--- config.mk ---
export PLATFORM = sky130hd
export DESIGN_NAME = cal_qcol
export DESIGN_NICKNAME = d
export VERILOG_FILES = /design/src/rtl/cal_qcol_pkg.sv /design/src/rtl/cal_qcol_recip_div_seq.sv /design/src/rtl/cal_qcol.sv
export SDC_FILE = /design/constraint.sdc
export NUM_CORES = 2
export LEC_CHECK = 0
export ABC_AREA = 1
export CORE_ASPECT_RATIO = 2
export CORE_MARGIN = 1
export CORE_UTILIZATION = 45
export DETAILED_ROUTE_END_ITERATION = 10
export MAX_ROUTING_LAYER = met4
export PLACE_DENSITY = 0.64
export SYNTH_ARGS = -nofsm -noshare
export SYNTH_HDL_FRONTEND = slang
export SYNTH_SLANG_ARGS = --single-unit
--- constraint.sdc ---
create_clock -name i_clk -period 15.4 [get_ports i_clk]
set_clock_uncertainty 0.05 [all_clocks]
set_input_delay 2.31 -clock i_clk [delete_from_list [all_inputs] [get_ports i_clk]]
set_output_delay 2.31 -clock i_clk [all_outputs]
set_load 0.05 [all_outputs]
--- src/rtl/cal_qcol_pkg.sv ---
// cal_qcol_pkg: shared widths, constants, state encodings and the
// round/saturate helper for the Q-column normalisation stage.
package cal_qcol_pkg;

  localparam int H_W       = 24;  // h lane, signed 2.22
  localparam int R_W       = 20;  // Rii, unsigned 4.16
  localparam int RECIP_W   = 24;  // 1/Rii, unsigned 4.20
  localparam int Q_W       = 16;  // q lane, signed 2.14
  localparam int DIV_ITERS = 24;  // one quotient bit per cycle

  localparam logic [RECIP_W-1:0] RECIP_SAT    = 24'hFFFFFF;
  localparam logic [R_W-1:0]     RECIP_SAT_TH = 20'h01000;

  typedef logic [1:0] qcol_state_t;

  localparam qcol_state_t QCOL_IDLE = 2'd0;
  localparam qcol_state_t QCOL_DIV  = 2'd1;
  localparam qcol_state_t QCOL_MUL  = 2'd2;

  // pr = product bits [47:27] of the 6.42 product: [20:1] is the 2.14 value
  // with integer headroom, [0] is the first dropped bit (round half up).
  function automatic logic [Q_W-1:0] round_sat(input logic [20:0] pr);
    logic signed [20:0] r;
    r = $signed({pr[20], pr[20:1]}) + $signed({20'b0, pr[0]});
    if (r > 21'sd32767)       return 16'h7FFF;
    else if (r < -21'sd32768) return 16'h8000;
    else                      return r[15:0];
  endfunction

endpackage

--- src/rtl/cal_qcol_recip_div_seq.sv ---
// recip_div_seq: fixed 24-cycle restoring divider computing 2^36 / rii.
// start is a one-cycle strobe; done is high during the last iteration cycle
// and recip is updated on the edge that ends it. Small divisors
// (rii <= RECIP_SAT_TH, including 0) return RECIP_SAT without changing latency.
module recip_div_seq
  import cal_qcol_pkg::*;
(
  input  logic               clk,
  input  logic               rst_n,
  input  logic               start,
  input  logic [R_W-1:0]     rii,
  output logic               done,
  output logic [RECIP_W-1:0] recip
);

  logic [R_W-1:0]     rii_q;
  logic [R_W:0]       rem;
  logic [RECIP_W-1:0] quo;
  logic [4:0]         cnt;
  logic               busy;
  logic               sat;

  logic [R_W:0]       rem_sh;
  logic               take;
  logic [R_W:0]       rem_nx;

  // One restoring step: shift in the next (zero) dividend bit, subtract if it fits
  always_comb begin
    rem_sh = {rem[R_W-1:0], 1'b0};
    take   = (rem_sh >= {1'b0, rii_q});
    rem_nx = take ? (rem_sh - {1'b0, rii_q}) : rem_sh;
  end

  assign done = busy && (cnt == 5'(DIV_ITERS - 1));

  // Iteration state; the remainder starts at 2^36 >> 24 so 24 steps give bits 23..0
  always_ff @(posedge clk or negedge rst_n) begin
    if (!rst_n) begin
      rii_q <= '0;
      rem   <= '0;
      quo   <= '0;
      cnt   <= '0;
      busy  <= 1'b0;
      sat   <= 1'b0;
      recip <= '0;
    end else if (start) begin
      rii_q <= rii;
      rem   <= 21'h01000;
      quo   <= '0;
      cnt   <= '0;
      busy  <= 1'b1;
      sat   <= (rii <= RECIP_SAT_TH);
    end else if (busy) begin
      rem <= rem_nx;
      quo <= {quo[RECIP_W-2:0], take};
      cnt <= cnt + 5'd1;
      if (done) begin
        busy  <= 1'b0;
        recip <= sat ? RECIP_SAT : {quo[RECIP_W-2:0], take};
      end
    end
  end

endmodule

--- src/rtl/cal_qcol.sv ---
// cal_qcol: Q-column normalisation, q = h / Rii, fixed 33-cycle latency.
// Reciprocal from a sequential divider, then one shared multiplier walks the
// 8 lanes (re0 first). Optional build macro: QCOL_ZERO_GUARD_EN (Rii == 0
// yields an all-zero column and an o_singular pulse).
//
// Handshake: Rii_valid is a one-cycle strobe accepted only while o_ready is
// high (IDLE); a strobe while not ready is dropped and sets sticky o_overrun.
// Each accepted job produces exactly one o_q_valid pulse 33 cycles later;
// o_q_column holds its value until the next result.
module cal_qcol
  import cal_qcol_pkg::*;
#(
  parameter int LANES = 8
) (
  input  logic                 i_clk,
  input  logic                 i_rst_n,
  input  logic [R_W-1:0]       Rii,
  input  logic                 Rii_valid,
  input  logic [LANES*H_W-1:0] h_column,
  output logic                 o_ready,
  output logic [LANES*Q_W-1:0] o_q_column,
  output logic                 o_q_valid,
  output logic                 o_overrun,
  output logic                 o_singular,
  output qcol_state_t          dbg_state
);

  qcol_state_t          state;
  logic [2:0]           lane;
  logic [LANES*H_W-1:0] h_reg;
  logic [LANES*Q_W-1:0] shadow;

  logic                 start;
  logic                 div_done;
  logic [RECIP_W-1:0]   recip;

  logic signed [H_W-1:0] h_k;
  logic signed [47:0]    prod;
  logic                  prod_lsb_unused;
  logic [Q_W-1:0]        q_k;
  logic [Q_W-1:0]        q_lane;
  logic                  finishing;

  assign o_ready   = (state == QCOL_IDLE);
  assign dbg_state = state;
  assign start     = (state == QCOL_IDLE) && Rii_valid;
  assign finishing = (state == QCOL_MUL) && (lane == 3'(LANES - 1));

  recip_div_seq u_div (
    .clk   (i_clk),
    .rst_n (i_rst_n),
    .start (start),
    .rii   (Rii),
    .done  (div_done),
    .recip (recip)
  );

  // Shared multiplier: current lane times the unsigned reciprocal, 6.42 result
  always_comb begin
    h_k  = h_reg[lane*H_W +: H_W];
    prod = 48'($signed(h_k)) * 48'($signed({1'b0, recip}));
    q_k  = round_sat(prod[47:27]);
  end

  assign prod_lsb_unused = ^prod[26:0];

`ifdef QCOL_ZERO_GUARD_EN
  logic rii_zero;

  // Remember whether the accepted Rii was zero so its column is forced to zero
  always_ff @(posedge i_clk or negedge i_rst_n) begin
    if (!i_rst_n)   rii_zero <= 1'b0;
    else if (start) rii_zero <= (Rii == '0);
  end

  assign q_lane = rii_zero ? '0 : q_k;

  // Singular flag pulses alongside o_q_valid
  always_ff @(posedge i_clk or negedge i_rst_n) begin
    if (!i_rst_n) o_singular <= 1'b0;
    else          o_singular <= finishing && rii_zero;
  end
`else
  assign q_lane     = q_k;
  assign o_singular = 1'b0;
`endif

  // Control FSM, lane sequencing, shadow fill and result transfer
  always_ff @(posedge i_clk or negedge i_rst_n) begin
    if (!i_rst_n) begin
      state      <= QCOL_IDLE;
      lane       <= '0;
      h_reg      <= '0;
      shadow     <= '0;
      o_q_column <= '0;
      o_q_valid  <= 1'b0;
      o_overrun  <= 1'b0;
    end else begin
      o_q_valid <= 1'b0;
      if (Rii_valid && (state != QCOL_IDLE)) o_overrun <= 1'b1;
      case (state)
        QCOL_IDLE: begin
          if (Rii_valid) begin
            h_reg <= h_column;
            state <= QCOL_DIV;
          end
        end
        QCOL_DIV: begin
          if (div_done) begin
            lane  <= '0;
            state <= QCOL_MUL;
          end
        end
        QCOL_MUL: begin
          shadow[lane*Q_W +: Q_W] <= q_lane;
          lane <= lane + 3'd1;
          if (finishing) begin
            // Last lane goes straight to the output alongside the shadow
            o_q_column <= {q_lane, shadow[(LANES-1)*Q_W-1:0]};
            o_q_valid  <= 1'b1;
            state      <= QCOL_IDLE;
          end
        end
        default: state <= QCOL_IDLE;
      endcase
    end
  end

endmodule

## Word-level counts from Yosys, hierarchy flattened

Index checks and enable logic that the tools add are counted.

| operators by class | value |
|---|---|
| $add $sub $neg | 5 |
| $mul | 2 |
| magnitude comparators | 4 |
| eq/ne operators | 7 |
| shifts and indexed selects | 3 |
| multiplexer cells | 22 |
| bitwise logic cells | 1 |
| reductions and logical operators | 13 |

Operator list:

| kind | count |
|---|---|
| 192-bit by 9-bit indexed part select with 24-bit output | 1 |
| 128-bit bitwise mux | 1 |
| 16-bit by 34-bit variable shift with 128-bit output (first input constant) | 1 |
| 16-bit by 34-bit indexed part select with 128-bit output | 1 |
| 20-bit 2-to-1 mux | 3 |
| 24-bit by 25-bit multiplier with 48-bit output | 1 |
| 23-bit 2-to-1 mux | 2 |
| 7-bit negation with 34-bit output | 1 |
| 16-bit 2-to-1 mux | 2 |
| 24-bit 2-to-1 mux | 1 |
| 20-bit by 2-bit adder with 21-bit output | 1 |
| 21-bit by 20-bit >= comparator with 1-bit output | 1 |
| 21-bit by 16-bit greater-than comparator with 1-bit output (second input constant) | 1 |
| 21-bit by 16-bit < comparator with 1-bit output (second input constant) | 1 |
| 20-bit by 13-bit less-or-equal comparator with 1-bit output (second input constant) | 1 |
| 20-bit subtractor | 1 |
| 5-bit 2-to-1 mux | 2 |
| 2-bit 2-to-1 mux | 3 |
| 2-bit != test (second input constant) | 3 |
| 2-bit case mux with 3 select lines | 1 |
| 3-bit case mux with 2 select lines | 1 |
| 2-bit AND reduction | 3 |
| 3-bit AND reduction | 2 |
| 2-bit nonzero test | 3 |
| other kinds (12) | 19 |

| word-level totals | value |
|---|---|
| bits in registers | 549 |
| input port bits | 215 |
| output and inout port bits | 134 |
| logic and storage cells | 71 |

## Depth between registers and ports, before layout

| depth | value |
|---|---|
| depth in word-level cells | 9 |
| mapped depth | 51 |

## Modules after synthesis

From an unflattened synthesis, not the netlist that was laid out.

| second synthesis, totals | value |
|---|---|
| cell total of the unflattened synthesis | 5394 |
| area, all modules | 43575.5 um^2 |

Modules (own cells, without submodules):

| module | times used | cells each | area an instance (um^2) |
|---|---|---|---|
| cal_qcol | 1 | 4704 | 38320.5 |
| recip_div_seq | 1 | 690 | 5255.0 |

## Worst setup path after synthesis

OpenSTA, ideal clock, no wires.

| timing | value |
|---|---|
| kind | register to register |
| start | reg lane[0] |
| end | reg shadow[82] |
| setup time | 0.154 ns |
| data arrival time | 8.808 ns |
| path slack | 6.388 ns |
| stages on the path, launching flop included | 46 |
| cell sequence | dfrtp_1 inv_2 clkbuf_1 clkbuf_1 clkbuf_1 nor2_1 o221ai_1 nand2_1 inv_1 clkbuf_1 nand2_1 fa_1 inv_1 fa_1 inv_1 fa_1 inv_1 fa_1 [10 not listed] a31oi_1 xnor2_1 ha_1 ha_1 nand3_2 nor2_1 nand2_2 nor2_8 nand4_1 nand2_1 inv_1 nor2_1 nand3b_1 nand2_1 buf_6 nand2_4 nand4_1 a21oi_1 |

| on the way | value |
|---|---|
| word-level cells in the longest chain between the ends | 9 |

Ends and longest elaborated chain:

| element | RTL line | text |
|---|---|---|
| start, declared | cal_qcol.sv:29 | `logic [2:0] lane;` |
| start signal, assigned | cal_qcol.sv:116 | `lane <= lane + 3'd1;` |
| 3-bit by 2-bit multiplier with 5-bit output | cal_qcol.sv:60 | `h_k = h_reg[lane*H_W +: H_W];` |
| 192-bit by 9-bit indexed part select with 24-bit output | cal_qcol.sv:60 |  |
| 24-bit by 25-bit multiplier with 48-bit output | cal_qcol.sv:61 | `prod = 48'($signed(h_k)) * 48'($signed({1'b0, recip}));` |
| 20-bit by 2-bit adder with 21-bit output | cal_qcol_pkg.sv:24 | `r = $signed({pr[20], pr[20:1]}) + $signed({20'b0, pr[0]});` |
| 21-bit by 16-bit < comparator with 1-bit output | cal_qcol_pkg.sv:26 | `else if (r < -21'sd32768) return 16'h8000;` |
| 16-bit 2-to-1 mux | cal_qcol_pkg.sv:26 |  |
| 16-bit 2-to-1 mux | cal_qcol_pkg.sv:25 | `if (r > 21'sd32767) return 16'h7FFF;` |
| 16-bit by 34-bit indexed part select with 128-bit output | cal_qcol.sv:115 | `shadow[lane*Q_W +: Q_W] <= q_lane;` |
| 128-bit bitwise mux * | cal_qcol.sv:115 |  |
| end signal, assigned by index | cal_qcol.sv:115 |  |
| end, declared | cal_qcol.sv:31 | `logic [LANES*Q_W-1:0] shadow;` |

Every way passes the cells marked *; elsewhere a longest branch is shown, timed or not.
A chain may end at the register's enable or synchronous reset.

## Worst setup path after layout

| timing | value |
|---|---|
| start | reg lane[0] |
| end | reg shadow[1] |

Same word-level chain as after synthesis.

==> results.ini <==
[clocking]
htreeDepth=2
cts.sinks=533
holdBufCountCts=0
clock_latency_ps=650
post-cts-setup-buffers=0
cts_buffers=48
post_cts_resized=0
clk_pin_slew_worst_paths_ps=70
clk_path_buf_depth=3
root_buffer=clkbuf_16
cts_tree=built

[layout]
synthToLayoutAreaGrowth_pct=14.6
final_layout_size_suffix_gt1_share_pct=4.01
fill_cells=8965
largest_reg_flops=192
fin_nets=6315

[synthesis]
synth.area.mux_share_pct=0.776
synth_area_per_cell_um2=8.25
synth_ff_type=dfrtp_1
yosysSeqAreaShare_pct=31.2
ys_types=52
synth_xor_area_share_pct=0.799
synth_seq_cells=533
synth_edf_count=0
synthCells=5181
yosys.area.top_type=dfrtp_1
synth_top_family_by_area=adder cells
ys_top_cells_by_area=dfrtp_1, fa_1, nand2_1, inv_1, ha_1
synth_compound_area_share_pct=7.92
yosys.area_share.adder_pct=29.1
synth_top_area_share_pct=31.2
netlist_area_um2=42700
synthArstFlopShare_pct=100
synth_common_cells=nand2_1, inv_1, dfrtp_1
ys_warn_count=0
synth_fp_nets=6100
yosys.area_share.simple_pct=19.9
synth_most_common_cell=nand2_1

[route]
drt_pass1_iterations=8
ant_nets=0
vias=35780
avgViaCountPerCell=5.39
wl_per_cell_um=22.8
drt_iter0_markers=2744
drc=116
routed_wl_um=151000

[timing]
tightest_slew_ps=1430
setup_viol=0
slew_viol_final=0
final_hold_viol_count=0
fin_tns_setup_ps=0
period_share_pct=86.3
max_freq_ghz=0.0752
slew_headroom_pct=3.98
rsz0062_at_grt=false
period_needed_ps=13300

[floorplanning]
die_area_um2=96300
die_w_um=220
core-area_um2=93900
floorplan.io_pins=349
die_y_um=438
initial_core_util_pct=45.5
rows=159

[global_route]
grt_pass1_vias=37826
grt-ovfl-total=0
grt_pass1_wl_um=227000
grt_max_degree=174
grt_use_total_pct=33.2
antenna_found_initial=3

[critical_path]
crit_slowest_cell=a211oi_1
reg2reg_depth=42
cp.arrival_ps=13760
required_ps=15870
critical_path.top_delay_family=adder cells
crit_fanout=56
critPathCaptureType=flip-flop
crit_path_end=shadow[1]
r2r_setup_slack_ps=2100
cp_slowest_stage_delay_ps=1240
cp.buffers_inverters=10
r2r-start=lane[0]
cp_common_cell=nand2_1
cp_num_cells=42
startpoint=lane[0]
start_kind=flip-flop
crit_type=flip-flop to flip-flop
rr_endpoint=shadow[1]

[outcome]
failed_checks=DRC
status=finished, violations left

[placement]
dp_hpwl_um=117000
gp_congestion=1.09
io_buffers=347

[job]
maxCapViolations=0

[hold_path]
hp-class=flip-flop to flip-flop

layout by cell type (no fill, tap or decap), types with 48 or more instances in the layout:
cell,instances
nand2_1,1375
inv_1,903
dfrtp_1,531
nor2_1,512
fa_1,482
clkdlybuf4s50_1,346
o21ai_0,299
ha_1,222
a21oi_1,132
nand3_1,79
buf_4,63
clkbuf_16,48
routing by layer:
metal	global-route usage [%]	share of wire [%]	wire length [um]
met1	31.7	33	49200
met2	57.8	51	77800
met5	-	0	0
met3	4.95	5.4	8190
met4	28.1	11	16300
worst reg2reg max path, delay by kind of cell, from the launching register on:
family                   cells  cell delay (ps)
adder cells (fa/ha/maj)      8             3910
buffers and inverters       10             2230
AO/OA/AOI/OAI                6             2750
AND/OR/NAND/NOR             18             3720
flip-flops                   1              490
final cells by class:
cell class | count | area, um^2 | share of cell area (%)
inverter | 921 | 3460 | 7.07
multi-input combinational | 3479 | 25000 | 51.1
antenna | 4 | 10.0 | 0.0204
clock buffer | 64 | 1340 | 2.74
clock inverter | 22 | 303 | 0.618
sequential | 533 | 13300 | 27.2
timing repair buffer | 413 | 4010 | 8.19
tap | 1207 | 1510 | 3.08
worst min path at each step:
stage / start / endpoint / slack, ps / depth (start not counted)
after floorplan: shadow[79] / o_q_column[79] / 390 / 2
after global placement: shadow[69] / o_q_column[69] / 400 / 2
after detailed placement: shadow[66] / o_q_column[66] / 400 / 2
after CTS: shadow[66] / o_q_column[66] / 420 / 2
after global routing: h_reg[153] / h_reg[153] / 440 / 2
final: shadow[71] / o_q_column[71] / 420 / 2
per-stage QoR:
stage | worst slack [ps] | util, % | std cells | area (um^2) | hold slack [ps]
6_report | 2100 | 52.2 | 6643 | 49000 | 418
2_1_floorplan | 6390 | - | 5181 | 42700 | 388
5_1_grt | 1840 | 52.2 | 6641 | 49000 | 441
3_3_place_gp | 2570 | 50.4 | 6553 | 47300 | 403
3_5_place_dp | 2460 | 50.4 | 6553 | 47300 | 405
4_1_cts | 2430 | 52.2 | 6639 | 49000 | 421
cells by family (layout without fill, tap and decap cells):
family,Yosys count,count (layout)
DFF,533,533
other,1,5
AOI/OAI and AO/OA,601,601
xor gates and xnor gates,39,39
adders and majority gates,704,704
and+or+nand+nor,2101,2101
muxes,33,33
buffers and inverters,1169,1420
Power is not shown: default switching activity piles up to over one toggle a cycle in this logic, so the estimate is an artifact.
